===== config.mk =====
export PLATFORM = sky130hd
export DESIGN_NAME = axi4_slave_read_engine
export DESIGN_NICKNAME = d
export VERILOG_FILES = /design/src/rtl/axi4_slave_read_engine.sv
export SDC_FILE = /design/constraint.sdc
export NUM_CORES = 1
export LEC_CHECK = 0
export BUFFER_PORTS_ARGS = -buffer_cell sky130_fd_sc_hd__buf_4
export CAP_MARGIN = 20
export CORE_UTILIZATION = 56
export CTS_BUF_LIST = sky130_fd_sc_hd__clkbuf_4 sky130_fd_sc_hd__clkbuf_8
export DETAILED_ROUTE_END_ITERATION = 8
export PLACE_DENSITY = 0.77
export SLEW_MARGIN = 25
export SYNTH_ARGS = -nofsm -noshare
export SYNTH_HDL_FRONTEND = slang
export SYNTH_SLANG_ARGS = --single-unit
export TNS_END_PERCENT = 1

===== constraint.sdc =====
create_clock -name clk -period 7.2 [get_ports clk]
set_input_delay 1.08 -clock clk [delete_from_list [all_inputs] [get_ports clk]]
set_output_delay 1.08 -clock clk [all_outputs]
set_load 0.02 [all_outputs]

===== src/rtl/axi4_slave_read_engine.sv =====
// AXI4 slave read engine: AR request queue, FIXED/INCR/WRAP beat address
// generation, synchronous word-memory reads and a 2-entry R skid buffer.
// Optional build macro ADDR_RANGE_CHECK_EN: beats whose word address is
// >= MEM_DEPTH return SLVERR without reading memory.
`timescale 1ns/1ps
module axi4_slave_read_engine #(
   parameter int DATA_WIDTH  = 32,
   parameter int ADDR_WIDTH  = 16,
   parameter int ID_WIDTH    = 4,
   parameter int MEM_DEPTH   = 1024,
   parameter int OUTSTANDING = 4
) (
   input  logic                         clk,
   input  logic                         rst,
   input  logic                         arvalid,
   output logic                         arready,
   input  logic [ADDR_WIDTH-1:0]        araddr,
   input  logic [ID_WIDTH-1:0]          arid,
   input  logic [7:0]                   arlen,
   input  logic [2:0]                   arsize,
   input  logic [1:0]                   arburst,
   output logic                         rvalid,
   input  logic                         rready,
   output logic [DATA_WIDTH-1:0]        rdata,
   output logic [ID_WIDTH-1:0]          rid,
   output logic [1:0]                   rresp,
   output logic                         rlast,
   output logic                         mem_rd_en,
   output logic [$clog2(MEM_DEPTH)-1:0] mem_addr,
   input  logic [DATA_WIDTH-1:0]        mem_rdata,
   output logic                         busy
);

   localparam int MW  = $clog2(MEM_DEPTH);
   localparam int BSH = $clog2(DATA_WIDTH/8);
   localparam int QW  = $clog2(OUTSTANDING);

   typedef enum logic {S_IDLE, S_ISSUE} state_t;
   typedef enum logic [1:0] {BT_FIXED, BT_INCR, BT_WRAP} btype_t;

   // AR queue
   logic [ADDR_WIDTH-1:0] r_q_addr  [OUTSTANDING];
   logic [ID_WIDTH-1:0]   r_q_id    [OUTSTANDING];
   logic [7:0]            r_q_len   [OUTSTANDING];
   logic [2:0]            r_q_size  [OUTSTANDING];
   logic [1:0]            r_q_burst [OUTSTANDING];
   logic [QW-1:0]         r_q_wptr, r_q_rptr;
   logic [QW:0]           r_q_cnt, w_q_cnt_nxt;
   logic                  r_arready;
   logic                  w_push, w_pop;

   // head-of-queue decode
   logic [7:0] w_h_len;
   logic [2:0] w_h_size;
   logic [1:0] w_h_burst;
   logic       w_wrap_ok, w_h_err;
   btype_t     w_h_btype;

   // active burst
   state_t                r_state, w_state_nxt;
   logic [ADDR_WIDTH-1:0] r_addr, w_addr_nxt, w_incr, w_seq, w_wmask;
   logic [8:0]            r_beats;
   logic [ID_WIDTH-1:0]   r_id;
   logic [2:0]            r_size;
   logic [7:0]            r_len;
   btype_t                r_btype;
   logic                  r_err;
   logic                  w_issue, w_in_range, w_credit;

   // read in flight (memory answers next cycle) and R skid buffer
   logic                  r_pend_v, r_pend_last;
   logic [ID_WIDTH-1:0]   r_pend_id;
   logic [1:0]            r_pend_resp;
   logic [DATA_WIDTH-1:0] w_pend_data;
   logic [DATA_WIDTH-1:0] r_b_data [2];
   logic [ID_WIDTH-1:0]   r_b_id   [2];
   logic [1:0]            r_b_resp [2];
   logic                  r_b_last [2];
   logic                  r_b_wptr, r_b_rptr;
   logic [1:0]            r_b_cnt;
   logic                  w_rpop, w_bpush, w_bpop;

   assign w_push  = arvalid && r_arready;
   assign arready = r_arready;

   // next queue occupancy
   always_comb begin
      w_q_cnt_nxt = r_q_cnt;
      if (w_push && !w_pop)
         w_q_cnt_nxt = r_q_cnt + (QW+1)'(1);
      else if (!w_push && w_pop)
         w_q_cnt_nxt = r_q_cnt - (QW+1)'(1);
   end

   // queue pointers, count and registered arready
   always_ff @(posedge clk or negedge rst) begin
      if (!rst) begin
         r_q_wptr  <= '0;
         r_q_rptr  <= '0;
         r_q_cnt   <= '0;
         r_arready <= 1'b1;
      end else begin
         if (w_push) r_q_wptr <= r_q_wptr + QW'(1);
         if (w_pop)  r_q_rptr <= r_q_rptr + QW'(1);
         r_q_cnt   <= w_q_cnt_nxt;
         r_arready <= (w_q_cnt_nxt != (QW+1)'(OUTSTANDING));
      end
   end

   // queue storage
   always_ff @(posedge clk) begin
      if (w_push) begin
         r_q_addr[r_q_wptr]  <= araddr;
         r_q_id[r_q_wptr]    <= arid;
         r_q_len[r_q_wptr]   <= arlen;
         r_q_size[r_q_wptr]  <= arsize;
         r_q_burst[r_q_wptr] <= arburst;
      end
   end

   assign w_h_len   = r_q_len[r_q_rptr];
   assign w_h_size  = r_q_size[r_q_rptr];
   assign w_h_burst = r_q_burst[r_q_rptr];
   assign w_wrap_ok = (w_h_len == 8'd1) || (w_h_len == 8'd3) ||
                      (w_h_len == 8'd7) || (w_h_len == 8'd15);
   assign w_h_err   = (w_h_burst == 2'b11) || ((w_h_burst == 2'b10) && !w_wrap_ok) ||
                      (w_h_size > 3'(BSH));

   // classify head burst; malformed WRAP and reserved types walk as INCR
   always_comb begin
      w_h_btype = BT_INCR;
      if (w_h_burst == 2'b00)
         w_h_btype = BT_FIXED;
      else if ((w_h_burst == 2'b10) && w_wrap_ok)
         w_h_btype = BT_WRAP;
   end

   // state register
   always_ff @(posedge clk or negedge rst) begin
      if (!rst) r_state <= S_IDLE;
      else      r_state <= w_state_nxt;
   end

   assign w_credit = (r_b_cnt == 2'd0) || ((r_b_cnt == 2'd1) && !r_pend_v);

   // next state, queue pop and beat issue
   always_comb begin
      w_state_nxt = r_state;
      w_pop       = 1'b0;
      w_issue     = 1'b0;
      case (r_state)
         S_IDLE: begin
            if (r_q_cnt != '0) begin
               w_pop       = 1'b1;
               w_state_nxt = S_ISSUE;
            end
         end
         S_ISSUE: begin
            if (w_credit) begin
               w_issue = 1'b1;
               if (r_beats == 9'd1) w_state_nxt = S_IDLE;
            end
         end
         default: w_state_nxt = S_IDLE;
      endcase
   end

   // next beat address; WRAP keeps the upper bits of the wrap window
   always_comb begin
      w_incr  = ADDR_WIDTH'(1) << r_size;
      w_seq   = (r_addr & ~(w_incr - ADDR_WIDTH'(1))) + w_incr;
      w_wmask = ((ADDR_WIDTH'(r_len) + ADDR_WIDTH'(1)) << r_size) - ADDR_WIDTH'(1);
      case (r_btype)
         BT_FIXED: w_addr_nxt = r_addr;
         BT_WRAP:  w_addr_nxt = (r_addr & ~w_wmask) | (w_seq & w_wmask);
         default:  w_addr_nxt = w_seq;
      endcase
   end

   // active burst registers
   always_ff @(posedge clk or negedge rst) begin
      if (!rst) begin
         r_addr  <= '0;
         r_beats <= '0;
         r_id    <= '0;
         r_size  <= '0;
         r_len   <= '0;
         r_btype <= BT_INCR;
         r_err   <= 1'b0;
      end else if (w_pop) begin
         r_addr  <= r_q_addr[r_q_rptr];
         r_beats <= {1'b0, w_h_len} + 9'd1;
         r_id    <= r_q_id[r_q_rptr];
         r_size  <= w_h_size;
         r_len   <= w_h_len;
         r_btype <= w_h_btype;
         r_err   <= w_h_err;
      end else if (w_issue) begin
         r_beats <= r_beats - 9'd1;
         r_addr  <= w_addr_nxt;
      end
   end

`ifdef ADDR_RANGE_CHECK_EN
   assign w_in_range = (r_addr >> BSH) < ADDR_WIDTH'(MEM_DEPTH);
`else
   assign w_in_range = 1'b1;
`endif

   assign mem_rd_en = w_issue && w_in_range;
   assign mem_addr  = MW'(r_addr >> BSH);

   // beat in flight: memory data arrives the cycle after issue
   always_ff @(posedge clk or negedge rst) begin
      if (!rst) begin
         r_pend_v    <= 1'b0;
         r_pend_id   <= '0;
         r_pend_resp <= '0;
         r_pend_last <= 1'b0;
      end else begin
         r_pend_v    <= w_issue;
         r_pend_id   <= w_issue ? r_id : '0;
         r_pend_resp <= (w_issue && (r_err || !w_in_range)) ? 2'b10 : 2'b00;
         r_pend_last <= w_issue && (r_beats == 9'd1);
      end
   end

   assign w_pend_data = (r_pend_v && (r_pend_resp == 2'b00)) ? mem_rdata : '0;

   // returning beat bypasses the buffer when it is empty and the master is ready
   assign rvalid  = (r_b_cnt != 2'd0) || r_pend_v;
   assign w_rpop  = rvalid && rready;
   assign w_bpush = r_pend_v && !((r_b_cnt == 2'd0) && rready);
   assign w_bpop  = w_rpop && (r_b_cnt != 2'd0);

   // R buffer control
   always_ff @(posedge clk or negedge rst) begin
      if (!rst) begin
         r_b_wptr <= 1'b0;
         r_b_rptr <= 1'b0;
         r_b_cnt  <= 2'd0;
      end else begin
         if (w_bpush) r_b_wptr <= ~r_b_wptr;
         if (w_bpop)  r_b_rptr <= ~r_b_rptr;
         case ({w_bpush, w_bpop})
            2'b10:   r_b_cnt <= r_b_cnt + 2'd1;
            2'b01:   r_b_cnt <= r_b_cnt - 2'd1;
            default: r_b_cnt <= r_b_cnt;
         endcase
      end
   end

   // R buffer storage
   always_ff @(posedge clk) begin
      if (w_bpush) begin
         r_b_data[r_b_wptr] <= w_pend_data;
         r_b_id[r_b_wptr]   <= r_pend_id;
         r_b_resp[r_b_wptr] <= r_pend_resp;
         r_b_last[r_b_wptr] <= r_pend_last;
      end
   end

   // R channel outputs: buffer head first, else the returning beat
   always_comb begin
      rdata = w_pend_data;
      rid   = r_pend_id;
      rresp = r_pend_resp;
      rlast = r_pend_last;
      if (r_b_cnt != 2'd0) begin
         rdata = r_b_data[r_b_rptr];
         rid   = r_b_id[r_b_rptr];
         rresp = r_b_resp[r_b_rptr];
         rlast = r_b_last[r_b_rptr];
      end
   end

   assign busy = (r_q_cnt != '0) || (r_state != S_IDLE) || r_pend_v || (r_b_cnt != 2'd0);

endmodule


# Yosys cells after proc, flatten, opt, wreduce, memory -nomap -nowiden
# Memory sizes are Yosys's and may differ from the RTL's. A register that Yosys moved wholly into a read port is not among the register bits.
# Index checks and enable logic that the tools add are counted.
# totals
reg_bits	60
inputBits	69
memories	9
ram_bits	210
# memory_table
name	words	width	read_ports	rd_clocked_by_memory_dff	write_ports	line	text
r_b_data	2	32	1	0	1	75	logic [DATA_WIDTH-1:0] r_b_data [2];
r_q_addr	4	16	1	0	1	42	logic [ADDR_WIDTH-1:0] r_q_addr [OUTSTANDING];
r_q_len	4	8	1	0	1	44	logic [7:0] r_q_len [OUTSTANDING];
r_q_id	4	4	1	1	1	43	logic [ID_WIDTH-1:0] r_q_id [OUTSTANDING];
r_q_size	4	3	1	0	1	45	logic [2:0] r_q_size [OUTSTANDING];
r_b_id	2	4	1	0	1	76	logic [ID_WIDTH-1:0] r_b_id [2];
3 more memories	n/a	n/a	n/a	n/a	n/a	n/a	
# classes
bitwise	9
shift	2
addsub	12
reduce_logical	38
magnitude_cmp	1
n_eq_ne	13
muxes	28
# op_table
cell	n
2-to-1 mux 32 bit	2
bitwise AND 16 bit	3
2-to-1 mux 16 bit	2
NOT 16 bit	2
case mux 16 bit (2 select lines)	1
subtractor 16 x 1 -> 16 bit, second input constant	2
adder 8 x 1 -> 9 bit, second input constant	2
2-to-1 mux 9 bit	2
adder 16 bit	1
bitwise OR 16 bit	1
<< shifter 1 x 3 -> 16 bit, first input constant	1
<< shifter 9 x 3 -> 16 bit	1
logical AND 1 bit	13
2-to-1 mux 1 bit	11
logical OR 1 bit	10
equality test 9 x 1 -> 1 bit, second input constant	1
subtractor 9 x 1 -> 9 bit, second input constant	1
equality test 2 bit, second input constant	4
equality test 8 x 1 -> 1 bit, second input constant	1
equality test 8 x 2 -> 1 bit, second input constant	1
equality test 8 x 3 -> 1 bit, second input constant	1
equality test 8 x 4 -> 1 bit, second input constant	1
logical NOT 2 bit	4
2-to-1 mux 2 bit	4
17 further kinds	31

# Logic depth before layout (Yosys ltp)
# depth
depth_word	10
depth_mapped	14
depth_no_buf	11

# Worst setup path after synthesis
# OpenSTA, ideal clock, no wires.
# synth_path
kind	input port to flip-flop
start	input port rready
end	memory r_b_data[0][0] (enable)
t_arrival_ps	2850
cell_stages	3
slack_ps	3916
required_time_ps	6767
setup_time_ps	433
cell_sequence	nand2_1 -> nand2_1 -> nor2_1
# synth_between
elab_chain_cells	5
# synth_rtl
element	line	text
start, declared	23	input logic rready,
logical AND 1 bit	233	assign w_bpush = r_pend_v && !((r_b_cnt == 2'd0) && rready);
logical NOT 1 bit	233	
logical AND 1 bit	233	
2-to-1 mux 1 bit	255	if (w_bpush) begin
2-to-1 mux 1 bit (implied by the code)	256	r_b_data[r_b_wptr] <= w_pend_data;
end, declared	75	
# No other way between the ends.

# Final worst setup path
# layout_path
start	register r_b_cnt[0]
end	output port mem_rd_en
# layout_between
elab_chain_cells	5
elab_cells_between_ends	6
# layout_rtl
element	line	text
start, declared	80	logic [1:0] r_b_cnt;
start signal, assigned	246	2'b10: r_b_cnt <= r_b_cnt + 2'd1;
start signal, assigned	247	2'b01: r_b_cnt <= r_b_cnt - 2'd1;
start signal, assigned	248	default: r_b_cnt <= r_b_cnt;
equality test 2 x 1 -> 1 bit	144	assign w_credit = (r_b_cnt == 2'd0) || ((r_b_cnt == 2'd1) && !r_pend_v);
logical AND 1 bit	144	
logical OR 1 bit *	144	
2-to-1 mux 1 bit *	159	if (w_credit) begin
2-to-1 mux 1 bit *	151	case (r_state)
end, declared	28	output logic mem_rd_en,
# Mark *: on every way between the ends. The rest lies on a longest branch, timed or not.

==> summary.txt <==
Max transition margin = 0.382
Data arrival, critical path = 2.64 ns
boundary pin count = 122
syn nets = 1009
clock root cell = clkbuf_8
Period minus WS final = 3.72 ns
Post-CTS Repair Setup Buffers = 0
register area share after synthesis = 0.610
Synth area leader = edfxtp_1
drc violations = 0
wire per inst = 17.6 microns
Fmax = 269 MHz
RSZ-0062 raised after global routing = false
first-pass GRT wire length = 38500 microns
area delta synth->final = 15.4%
clock slew at reported path FFs = 0.06 ns
port buffer count = 116
H-tree levels = 2
Layout Skew = 0.0190 ns
Die Ht = 148 microns
cell row count = 52
CTS-repair resized insts = 0
DR vias = 7650
Seq cells post-synth = 251
# setup viols final = 0
Pleak = 0.00526 uW
Worst Path Max Fanout = 18
synth warn = 0
gpl congestion = 0.858
Gate Count Post-Synth = 922
final hold vios = 0
pin count of the biggest net entering global routing = 80
Top FF cell, synth = edfxtp_1
Sink Count = 251
Core ar. = 20500 sq um
CP startpoint kind = flip-flop
Worst Hold Class = reg -> reg
initial antenna violation count = 0
1st-pass router iterations = 7
Syn Area/Cell = 12.9 sq um
# hold bufs at CTS = 0
kind of end point of the critical path = primary output
DIE AREA = 21800 sq um
Synth top area share = 0.485
vias per cell = 5.76
Max-Cap Viols = 0
All-Layer GR Usage = 0.223
critical path class = reg -> out
ANT cells = 0
pwr/cell area = 461 nW/um^2
area of the multi-input gates = 4280 sq um
share of cells above drive strength 1 = 0.237
post-synthesis cell type count = 72
# nets final = 1115
FFs w/ async S/R, synth = 0.235
clk_lat worst skew = 0.54 ns
vias in the first global route = 7475
Longest Clk Path Bufs = 3
CTS tree = yes
commonest non-fill, non-tap cell in the layout = edfxtp_1
Filler cells = 1495
Post-Syn Area = 11900 sq um
remaining antenna violation count = 0
worst slew pin tran = 0.927 ns
Slew Limit Fails = 0
final wirelength = 23400 microns
most frequent cells in the layout = edfxtp_1, buf_4, nand2_1, o21ai_0, dfrtp_1
Setup TNS = 0 ns
GR Overflow Total = 0
top post-synthesis cells by area = edfxtp_1, dfrtp_1, mux4_2, mux2i_1, nand2_1
Iteration-0 DRC Markers = 612
Cell Area, Placed = 12900 sq um
post-route clock period utilization = 0.516
outcome = finished clean
Post-synth EDFFs = 192
total CTS buffers = 41
die extent in x = 148 microns
Initial Util = 0.580
register area = 7250 sq um
Final Cell Area = 13700 sq um
Worst Path Required = 6.12 ns
Peak supply drop = 0.210 mV
Post-Route Utilization = 0.669
HPWL after detailed placement = 15200 microns
## critical path, stage by stage (launching register included)
cell and delay, ns:
dfrtp_1 0.41, ha_1 0.20, nor2b_1 0.12, o21ai_0 0.60
inv_1 0.48, buf_4 0.30
## sequential cells by signal, indices dropped and copies added, names as in the netlist, 3 cells and up, named ones only
signal / cells
r_pend_id: 4
r_q_cnt: 3
r_b_id: 8
r_q_len: 32
r_beats: 9
r_q_id: 16
r_q_burst: 8
r_b_data: 64
r_len: 8
r_id: 4
r_size: 3
r_q_size: 12
r_q_addr: 48
## path summary, 6_finish.rpt
path,from,endpoint,slack [ns],depth (start not counted)
max reg2reg,r_size[2],flip-flop,3.50,10
min reg2reg,r_id[0],r_id[0],0.47,2
max,r_b_cnt[0],mem_rd_en,3.48,5
min in group asynchronous,rst,asynchronous set/reset pin,0.60,1
max in group asynchronous,rst,r_q_rptr[0],5.98,1
min,r_id[0],r_id[0],0.47,2
## report_power, final
part	total (uW)	internal, uW	switching (uW)
registers	2420	2060	363
clock network	1210	670	539
logic	2680	1120	1560
## metrics by stage
| stage | instances | hold slack [ns] | worst slack, ns | power (uW) |
|---|---|---|---|---|
| 2_1_floorplan | 922 | 0.437 | 3.92 | 4320 |
| 3_3_place_gp | 1254 | 0.449 | 3.63 | 5040 |
| 3_5_place_dp | 1255 | 0.462 | 3.59 | 5130 |
| 4_1_cts | 1329 | 0.476 | 3.48 | 6350 |
| 5_1_grt | 1329 | 0.493 | 3.31 | 6720 |
| 6_report | 1329 | 0.467 | 3.48 | 6310 |
## Yosys cell counts, types with 21 or more instances
cell type,instances
mux4_2,30
inv_1,23
clkbuf_1,29
o21ai_0,72
mux2i_1,42
nand2_1,110
nor2_1,31
dfrtp_1,57
and2_1,43
a21oi_1,31
edfxtp_1,192
xnor2_1,21
## cell families (layout without fill, tap and decap cells)
logic type | after synthesis | count (layout) | share of synthesized area
AND/OR/NAND/NOR | 269 | 269 | 0.116
flip-flops | 251 | 251 | 0.610
AO/OA/AOI/OAI | 186 | 186 | 0.0987
buffers and inverters | 83 | 220 | 0.0318
multiplexers | 76 | 76 | 0.0961
XOR/XNOR | 36 | 36 | 0.0272
adder cells (fa/ha/maj) | 20 | 20 | 0.0206
other | 1 | 1 | 0.000316
## layer usage
metal  track usage  vias to the layer above  share of wire  wire length (microns)
li1              -                     3651              -                      -
met1         0.320                     3729           0.46                  10800
met2         0.358                      240           0.47                  11100
met3        0.0346                       30          0.050                   1180
met4        0.0582                        0          0.014                    330
met5             0                        -              0                      0
## final cells by class
cell class | instances | area share
clock inverter | 14 | 0.00730
timing repair buffer | 123 | 0.0688
clock buffer | 60 | 0.0516
multi-input combinational | 588 | 0.312
tap | 270 | 0.0246
sequential | 251 | 0.529
inverter | 23 | 0.00630
No activity file was read; power rests on OpenSTA's default activity.
